==> src/rtl/round_ctrl.sv <==
// Match sequencer for the LED guessing game: arms the guess FSM each round,
// gates its step enable, holds each result and keeps win/loss/round counts.
module round_ctrl #(
  parameter int ROUNDS     = 9,
  parameter int HOLD_TICKS = 4,
  parameter int WIN_STREAK = 3,
  parameter int TW         = 4
) (
  input  logic       clk,
  input  logic       rst,
  input  logic       tick,
  input  logic       start,
  input  logic       win,
  input  logic       lose,
  output logic       fsm_rst,
  output logic       play_en,
  output logic       speed_sel,
  output logic [3:0] wins,
  output logic [3:0] losses,
  output logic [3:0] round,
  output logic [2:0] state,
  output logic       game_over
);

  localparam logic [2:0] S_IDLE      = 3'd0;
  localparam logic [2:0] S_ARM       = 3'd1;
  localparam logic [2:0] S_PLAY      = 3'd2;
  localparam logic [2:0] S_HOLD_WIN  = 3'd3;
  localparam logic [2:0] S_HOLD_LOSE = 3'd4;
  localparam logic [2:0] S_DONE      = 3'd5;

  localparam logic [3:0]    ROUNDS_C = 4'(ROUNDS);
  localparam logic [3:0]    STREAK_C = 4'(WIN_STREAK);
  localparam logic [TW-1:0] HOLD_END = TW'(HOLD_TICKS - 1);

  logic [2:0]    state_q, state_d;
  logic [3:0]    wins_q, wins_d;
  logic [3:0]    losses_q, losses_d;
  logic [3:0]    round_q, round_d;
  logic [3:0]    streak_q, streak_d;
  logic [TW-1:0] hold_q, hold_d;
  logic          speed_q, speed_d;
  logic          hold_done_s;

  // start cuts a hold short even without a tick
  assign hold_done_s = start | (tick & (hold_q == HOLD_END));

  always_comb begin
    state_d  = state_q;
    wins_d   = wins_q;
    losses_d = losses_q;
    round_d  = round_q;
    streak_d = streak_q;
    hold_d   = hold_q;
    speed_d  = speed_q;
    case (state_q)
      S_IDLE, S_DONE: begin
        if (start) begin
          wins_d   = 4'd0;
          losses_d = 4'd0;
          streak_d = 4'd0;
          speed_d  = 1'b0;
          round_d  = 4'd1;
          state_d  = S_ARM;
        end else begin
          state_d = state_q;
        end
      end
      S_ARM: begin
        state_d = S_PLAY;
      end
      S_PLAY: begin
        if (win) begin
          wins_d  = (wins_q == 4'd15) ? 4'd15 : wins_q + 4'd1;
          hold_d  = '0;
          state_d = S_HOLD_WIN;
          if (streak_q + 4'd1 == STREAK_C) begin
            speed_d  = 1'b1;
            streak_d = 4'd0;
          end else begin
            streak_d = streak_q + 4'd1;
          end
        end else if (lose) begin
          losses_d = (losses_q == 4'd15) ? 4'd15 : losses_q + 4'd1;
          streak_d = 4'd0;
          speed_d  = 1'b0;
          hold_d   = '0;
          state_d  = S_HOLD_LOSE;
        end else begin
          state_d = S_PLAY;
        end
      end
      S_HOLD_WIN, S_HOLD_LOSE: begin
        if (hold_done_s) begin
          if (round_q == ROUNDS_C) begin
            state_d = S_DONE;
          end else begin
            round_d = round_q + 4'd1;
            state_d = S_ARM;
          end
        end else if (tick) begin
          hold_d = hold_q + TW'(1);
        end else begin
          hold_d = hold_q;
        end
      end
      default: begin
        state_d = S_IDLE;
      end
    endcase
  end

  // state and counter registers
  always_ff @(posedge clk or posedge rst) begin
    if (rst) begin
      state_q  <= S_IDLE;
      wins_q   <= 4'd0;
      losses_q <= 4'd0;
      round_q  <= 4'd0;
      streak_q <= 4'd0;
      hold_q   <= '0;
      speed_q  <= 1'b0;
    end else begin
      state_q  <= state_d;
      wins_q   <= wins_d;
      losses_q <= losses_d;
      round_q  <= round_d;
      streak_q <= streak_d;
      hold_q   <= hold_d;
      speed_q  <= speed_d;
    end
  end

  assign fsm_rst   = (state_q == S_ARM);
  assign play_en   = tick & (state_q == S_PLAY);
  assign game_over = (state_q == S_DONE);
  assign speed_sel = speed_q;
  assign wins      = wins_q;
  assign losses    = losses_q;
  assign round     = round_q;
  assign state     = state_q;

endmodule

==> config.mk <==
export PLATFORM = sky130hd
export DESIGN_NAME = round_ctrl
export DESIGN_NICKNAME = d
export VERILOG_FILES = /design/src/rtl/round_ctrl.sv
export SDC_FILE = /design/constraint.sdc
export NUM_CORES = 1
export LEC_CHECK = 0
export ABC_CLOCK_PERIOD_IN_PS = 2100
export BUFFER_PORTS_ARGS = -buffer_cell sky130_fd_sc_hd__buf_4
export CORE_MARGIN = 2
export CORE_UTILIZATION = 40
export DETAILED_ROUTE_END_ITERATION = 8
export SLEW_MARGIN = 20
export SYNTH_ARGS = -nofsm -noshare
export SYNTH_HDL_FRONTEND = slang
export SYNTH_SLANG_ARGS = --single-unit
export TNS_END_PERCENT = 100
==> constraint.sdc <==
create_clock -name clk -period 2.1 [get_ports clk]
set_input_delay 0.42 -clock clk [delete_from_list [all_inputs] [get_ports clk]]
set_output_delay 0.42 -clock clk [all_outputs]
set_load 0.02 [all_outputs]
==> results of run 1 <==
[area by class of cell]
cell class,count,area [sq um],area share (%)
Clock buffer,3,41.3,2.28
Clock inverter,1,30.0,1.66
Inverter,7,26.3,1.45
Multi-Input combinational cell,129,856,47.3
Sequential cell,24,601,33.2
Tap cell,48,60.1,3.32
Timing Repair Buffer,26,195,10.8
[worst max path at each step]
stage | from | cells after the start | end
5_1_grt | state[0] | 3 | game_over
3_5_place_dp | state[1] | 3 | play_en
2_1_floorplan | state[0] | 3 | play_en
6_report | state[0] | 3 | game_over
3_3_place_gp | state[1] | 3 | play_en
4_1_cts | state[1] | 3 | play_en
[sequential cells by signal (all words and copies together), names as in the netlist]
name and cells:
round 4, speed_sel 1, hold_q 4, wins 4
state 3, losses 4, streak_q 4
[where the power goes]
part	internal [mW]	switching, mW	total (mW)
Clock	0.255	0.149	0.403
Sequential	0.619	0.239	0.858
Combinational	0.524	0.690	1.21
Total	1.40	1.08	2.48
[cells in the mapped netlist, drive strengths merged]
| master | instances | area [sq um] |
|---|---|---|
| o21a | 3 | 22.5 |
| mux2 | 1 | 11.3 |
| nand3 | 8 | 52.6 |
| o21ai | 12 | 60.1 |
| o211ai | 2 | 15.0 |
| nand3b | 1 | 7.51 |
| nor2 | 18 | 70.1 |
| or2 | 1 | 8.76 |
| a31o | 1 | 8.76 |
| and3b | 2 | 18.8 |
| and2 | 3 | 18.8 |
| nor3b | 4 | 63.8 |
| a21o | 2 | 15.0 |
| a31oi | 6 | 37.5 |
| buf | 3 | 21.3 |
| a22oi | 2 | 33.8 |
| xnor2 | 1 | 8.76 |
| and2b | 1 | 7.51 |
| and4bb | 1 | 16.3 |
| ha | 7 | 87.6 |
| o22ai | 1 | 6.26 |
| inv | 7 | 26.3 |
| nand2 | 17 | 66.3 |
| o31ai | 2 | 15.0 |
| nor3 | 3 | 15.0 |
| a21oi | 17 | 96.4 |
| dfrtp | 24 | 601 |
| nand2b | 4 | 27.5 |
| a21boi | 1 | 7.51 |
| and3 | 2 | 12.5 |
| a211oi | 6 | 45.0 |
[worst max-delay path, cell delays in order, from the launching register on]
cell and delay, ns:
dfrtp_1 0.63, inv_1 0.14, nor3_1 0.20, buf_4 0.17
[timing repair]
action,CTS,global route
hold buffers,0,0
endpoints found under the setup margin,0,1
buffers inserted,0,1
[logic make-up (layout without fill, tap and decap cells)]
group / after synthesis / count (layout)
AND/OR/NAND/NOR: 65 / 65
AO/OA/AOI/OAI: 55 / 55
flip-flops: 24 / 24
buffers and inverters: 10 / 37
adder cells (fa/ha/maj): 7 / 7
XOR/XNOR: 1 / 1
multiplexers: 1 / 1
[metal layers]
| metal | vias to the layer above | wire length (um) |
|---|---|---|
| li1 | 643 | - |
| met1 | 649 | 1500 |
| met2 | 35 | 1470 |
| met3 | 4 | 133 |
| met4 | 0 | 15 |
| met5 | - | 0 |
==> impl_metrics.ini, run 1 <==
[grt]
antenna_found_initial = 0
top_usage_layer = met2
grt_pass1_wl_um = 5460
use_met3_pct = 2.40
grt_overflow = 0
grt_use_total_pct = 15.9
met2_usage_pct = 25.5
gr-usage-met1_pct = 22.7
grt_pass1_vias = 1215
grt_max_degree = 25

[synth]
synth-seq-cells = 24
yosysWarnings = 0
synth_top_family_by_area = simple AND/OR/NAND/NOR gates
synth-xor-area-share_pct = 0.582
yosys.area_share.simple_pct = 25.6
ys_types = 41
syn_avg_cell_area_sq_um = 9.23
synthCells = 163
netlist_area_sq_mm = 0.00150
muxShareOfSynthArea_pct = 0.749
ys_seq_area_share_pct = 39.9
synth_compound_area_share_pct = 24.1
synth_nets = 176
synthAdderAreaFrac_pct = 5.82

[critical_path]
cp-end-kind = output port
cp_max_fo = 12
cp.arrival_ns = 1.41
r2r-end = round[2]
critPathLaunchType = register
r2r-start = state[1]
r2r.worst_path.cells = 5
r2r_slack_ns = 0.39
crit_type = register to output port
required_ns = 1.68

[drt]
drt_first_pass_iters = 4
drc = 0
drtIter0Drc = 101
postRouteAntennaNets = 0
wl_per_cell_um = 13.1
vias = 1331
via_per_inst = 5.59
routed_wl_um = 3110

[clock_network]
h-tree-depth = 1
clk_latency_ns = 0.26
cts_tree = built
cts.repair.resized = 0
clockBufferDepth = 2
clkTransAtPathRegs_ns = 0.09
numCtsBuffers = 3
root_buffer = clkbuf_8
cts.sinks = 24

[worst_hold_path]
holdCritPathClass = input pin to asynchronous set/reset pin

[layout]
fin_area_sq_mm = 0.00181
nets = 204
layout_commonest_cell = buf_4
area_growth_pct = 20.3
finalNonFillerCells = 238
final_cell_mix = 26 x buf_4, 24 x dfrtp_1, 17 x nor2_1, 16 x nand2_1, 14 x a21oi_1
post-route-util_pct = 49.8
layout-drive-gt1-share_pct = 24.2
antenna_cells = 0
fillCellCount = 374

[floorplan]
core_area_sq_mm = 0.00363
boundaryPins = 25
num_rows = 22
die_area_sq_mm = 0.00427
die_h_um = 65.3
start_util_pct = 41.4
die_x_um = 65.3

[sta]
post-route-period-util_pct = 87.1
hold_ws_ns = 0.195
layout_setup_ws_ns = 0.271
setup_viol = 0
fin_crit_ns = 1.83
max_freq_ghz = 0.547
fin_tns_setup_ns = 0
skew_ns = 0.00292
grt_setup_unrepaired = no
finalHoldViolCount = 0
worstMarginPinSlew_ns = 0.452
max_slew_margin_pct = 69.9
drv_slew = 0

[power_and_ir_drop]
p_leak_nw = 0.798
p_total_mw = 2.48
vdd.ir_drop.worst_mv = 0.499
power.density_mw_per_mm2 = 1370

[placement]
gp_congestion = 0.905
dp_hpwl_um = 2390
pre_cts_ws_ns = 0.345
place_area_sq_mm = 0.00173
portBuffers = 24
dp.cells = 233

[run]
drv_cap = 0

[status]
status = finished, final reports clean
No activity file was read; power rests on OpenSTA's default activity.
==> run 2: changes to the inputs <==
Settings changed: GPL_TIMING_DRIVEN set to 0.
==> impl_metrics.ini, run 2 (same netlist as run 1, synthesis figures left out) <==
[run]
drv_cap = 0

[drt]
wl_per_cell_um = 13.4
vias = 1283
drtIter0Drc = 74
via_per_inst = 5.39
routed_wl_um = 3190
drt_first_pass_iters = 4
postRouteAntennaNets = 0
drc = 0

[clock_network]
cts.repair.resized = 0
clockBufferDepth = 2
root_buffer = clkbuf_8
cts_tree = built
clk_latency_ns = 0.26
postCtsSetupBuffers = 0
cts.sinks = 24
clkTransAtPathRegs_ns = 0.08
postCtsHoldBufs = 0
numCtsBuffers = 3
h-tree-depth = 1

[floorplan]
num_rows = 22
start_util_pct = 41.4
die_x_um = 65.3
die_h_um = 65.3
boundaryPins = 25
die_area_sq_mm = 0.00427
core_area_sq_mm = 0.00363

[power_and_ir_drop]
p_total_mw = 2.35
p_comb_share_pct = 54.5
power.density_mw_per_mm2 = 1320
p_leak_nw = 0.789
swShare_pct = 45.4
p_clk_share_pct = 11.2
seq_power_share_pct = 34.2
power.net_switching_mw = 1.07
vdd.ir_drop.worst_mv = 0.522
p_int_mw = 1.28

[critical_path]
cp.arrival_ns = 1.54
cpPeakStageDelay_ns = 0.42
cp-end-kind = output port
crit_path_top_delay_cell = dfrtp_1
critPathLaunchType = register
required_ns = 1.68
crit_type = register to output port
crit_chain = buf_6 > nor3b_4 > and2_1 > buf_4
cp_max_fo = 10

[sta]
setup_viol = 0
hold_ws_ns = 0.365
grt_setup_unrepaired = no
skew_ns = 0.00246
drv_slew = 0
fin_crit_ns = 1.96
layout_setup_ws_ns = 0.139
max_slew_margin_pct = 38.8
fin_tns_setup_ns = 0
finalHoldViolCount = 0
worstMarginPinSlew_ns = 0.917
max_freq_ghz = 0.510
post-route-period-util_pct = 93.4

[grt]
grt_overflow = 0
grt_pass1_wl_um = 5600
antenna_found_initial = 0
grt_pass1_vias = 1197
grt_use_total_pct = 16.6
grt_max_degree = 25

[layout]
regArea_sq_um = 601
fillCellCount = 379
area_growth_pct = 18.7
nets = 205
multi_input_area_sq_um = 856
layout-drive-gt1-share_pct = 24.2
post-route-util_pct = 49.1
antenna_cells = 0
final_cell_mix = 24 x dfrtp_1, 24 x buf_4, 17 x nor2_1, 16 x nand2_1, 14 x a21oi_1

[placement]
dp_hpwl_um = 2410
gp_congestion = 0.824
pre_cts_ws_ns = 0.386
portBuffers = 24

[status]
status = finished, final reports clean

[worst_hold_path]
holdCritPathClass = input pin to asynchronous set/reset pin
[run 2: changes by cell type in the layout (fill, tap and decap cells not counted)]
cell,previous run,this run
buf_2,0,2
buf_4,26,24
buf_6,0,1
bufinv_16,1,0
[run 2: critical path, delay by kind of cell, from the launching register on]
kind / cells / cell delay [ns]
buffers and inverters: 2 / 0.30
AND/OR/NAND/NOR: 2 / 0.57
flip-flops: 1 / 0.42
[run 2: final cells by class]
type,instances,share of cell area [%]
Timing Repair Buffer,24,10.1
Buffer,3,1.19
Multi-Input combinational cell,129,47.9
Clock buffer,3,2.31
Sequential cell,24,33.6
Tap cell,48,3.36
Inverter,7,1.47
[run 2: path summary, 6_finish.rpt]
check / to / slack (ns) / start / cells past startpoint
setup reg to reg: hold_q[2] / 0.35 / hold_q[0] / 6
hold / removal: round[2] / 0.37 / rst / 2
min in group clk: state[0] / 0.49 / win / 3
max in group asynchronous: losses[3] / 1.18 / rst / 2
hold reg to reg: streak_q[3] / 0.52 / streak_q[3] / 1
setup / recovery: play_en / 0.14 / state[0] / 4
[run 2: per-layer routing]
metal / routed length [um] / up-vias / part of all wire [%] / GRT usage (%)
met1: 1550 / 613 / 48 / 23.6
li1: - / 645 / - / -
met2: 1520 / 23 / 48 / 27.0
met5: 0 / - / 0 / 0
met3: 103 / 2 / 3.2 / 2.23
met4: 20 / 0 / 0.63 / 3.91
[run 2: per-stage QoR]
stage	cells	area, sq um
4_1_cts	238	1790
2_1_floorplan	163	1500
3_3_place_gp	235	1740
6_report	238	1790
3_5_place_dp	235	1740
5_1_grt	238	1790
[run 2: power groups by stage]
| stage | Combinational [mW] | Sequential, mW | Clock [mW] |
|---|---|---|---|
| final | 1.28 | 0.806 | 0.265 |
| after global routing | 1.44 | 0.837 | 0.296 |
| after CTS | 1.30 | 0.805 | 0.276 |
| after detailed placement | 1.29 | 0.813 | 0 |
| after global placement | 1.27 | 0.803 | 0 |
| after floorplan | 0.777 | 0.918 | 0 |
==> run 3: changes to the inputs <==
Settings changed: MAX_ROUTING_LAYER set to met4.
==> impl_metrics.ini, run 3 (same netlist as run 1, synthesis figures left out) <==
[critical_path]
cp_max_fo = 10
cpLargestDelayFamily = simple AND/OR/NAND/NOR gates
crit_type = register to output port
required_ns = 1.68
crit_chain = buf_6 > nor3b_4 > and2_1 > buf_4
cpPeakStageDelay_ns = 0.42
path_buf_inv = 2
cp-end-kind = output port
crit_path_top_delay_cell = dfrtp_1
critPathLaunchType = register
cp.arrival_ns = 1.54

[grt]
grt_pass1_wl_um = 5600
grt_max_degree = 25
grt_overflow = 0
grt_pass1_vias = 1196
grt_use_total_pct = 17.1
antenna_found_initial = 0

[drt]
via_per_inst = 5.36
routed_wl_um = 3180
postRouteAntennaNets = 0
drc = 0
drt_first_pass_iters = 4
vias = 1276
drtIter0Drc = 77
wl_per_cell_um = 13.4

[floorplan]
boundaryPins = 25
die_h_um = 65.3
die_x_um = 65.3
die_area_sq_mm = 0.00427
core_area_sq_mm = 0.00363
num_rows = 22
start_util_pct = 41.4

[power_and_ir_drop]
p_clk_share_pct = 11.2
p_int_mw = 1.28
p_leak_nw = 0.789
power.net_switching_mw = 1.07
p_comb_share_pct = 54.5
swShare_pct = 45.4
power.density_mw_per_mm2 = 1320
seq_power_share_pct = 34.3
vdd.ir_drop.worst_mv = 0.519

[clock_network]
cts.repair.resized = 0
root_buffer = clkbuf_8
numCtsBuffers = 3
h-tree-depth = 1
postCtsSetupBuffers = 0
clkTransAtPathRegs_ns = 0.08
clk_latency_ns = 0.26
cts.sinks = 24
clockBufferDepth = 2
cts_tree = built
postCtsHoldBufs = 0

[layout]
final_cell_mix = 24 x dfrtp_1, 24 x buf_4, 17 x nor2_1, 16 x nand2_1, 14 x a21oi_1
nets = 205
layout-drive-gt1-share_pct = 24.2
finalNonFillerCells = 238
antenna_cells = 0
area_growth_pct = 18.7
fin_area_sq_mm = 0.00179

[sta]
fin_tns_setup_ns = 0
worstMarginPinSlew_ns = 0.917
finalHoldViolCount = 0
skew_ns = 0.00281
max_freq_ghz = 0.510
max_slew_margin_pct = 38.8
post-route-period-util_pct = 93.4
fin_crit_ns = 1.96
hold_ws_ns = 0.365
setup_viol = 0
drv_slew = 0
grt_setup_unrepaired = no

[placement]
place_area_sq_mm = 0.00174
dp.cells = 235
portBuffers = 24
dp_hpwl_um = 2410
gp_congestion = 0.836

[status]
status = finished, final reports clean

[worst_hold_path]
holdCritPathClass = input pin to asynchronous set/reset pin

[run]
drv_cap = 0
==> run 3: cell counts in the layout (fill, tap and decap cells not counted) <==
No cell type changed its count.
==> run 3: area by class of cell <==
cell class,count,area (sq um)
plain buffers,3,21.3
clock buffers,3,41.3
fillers,379,1850
inverters,7,26.3
multi-input cells,129,856
flip-flops and latches,24,601
well taps,48,60.1
repair buffers,24,180
==> run 3: power groups by stage <==
stage          clock network (mW)  registers [mW]  logic [mW]
2_1_floorplan                   0           0.918       0.777
3_3_place_gp                    0           0.803        1.27
3_5_place_dp                    0           0.813        1.29
4_1_cts                     0.276           0.805        1.30
5_1_grt                     0.296           0.837        1.44
6_report                    0.265           0.806        1.28
==> run 3: path summary, 6_finish.rpt <==
kind	startpoint	end	slack, ns	cells after the start
hold reg to reg	streak_q[3]	streak_q[3]	0.52	1
setup reg to reg	hold_q[0]	hold_q[2]	0.34	6
max in group asynchronous	rst	losses[3]	1.18	2
min in group clk	win	state[0]	0.49	3
setup / recovery	state[0]	play_en	0.14	4
hold / removal	rst	round[2]	0.37	2
==> run 3: layer usage <==
layer	vias to the layer above	GRT usage, %	wire (um)
met4	0	3.91	21
met2	21	27.0	1520
met3	2	2.05	93
met5	-	-	0
met1	609	23.7	1540
li1	644	-	-
==> run 3: worst reg2reg max path, stage by stage, from the launching register on <==
cell,delay (ns)
dfrtp_1,0.42
ha_1,0.25
and4bb_4,0.24
nor3b_4,0.28
nand2_1,0.11
mux2_2,0.27
o21ai_1,0.13
==> run 3: through the flow <==
step | power, mW | setup slack, ns | utilization, %
floorplan | 1.70 | 0.470 | -
global placement | 2.07 | 0.410 | 48.0
detailed placement | 2.11 | 0.386 | 48.0
CTS | 2.38 | 0.129 | 49.1
global route | 2.57 | 0.0285 | 49.1
finish | 2.35 | 0.139 | 49.1
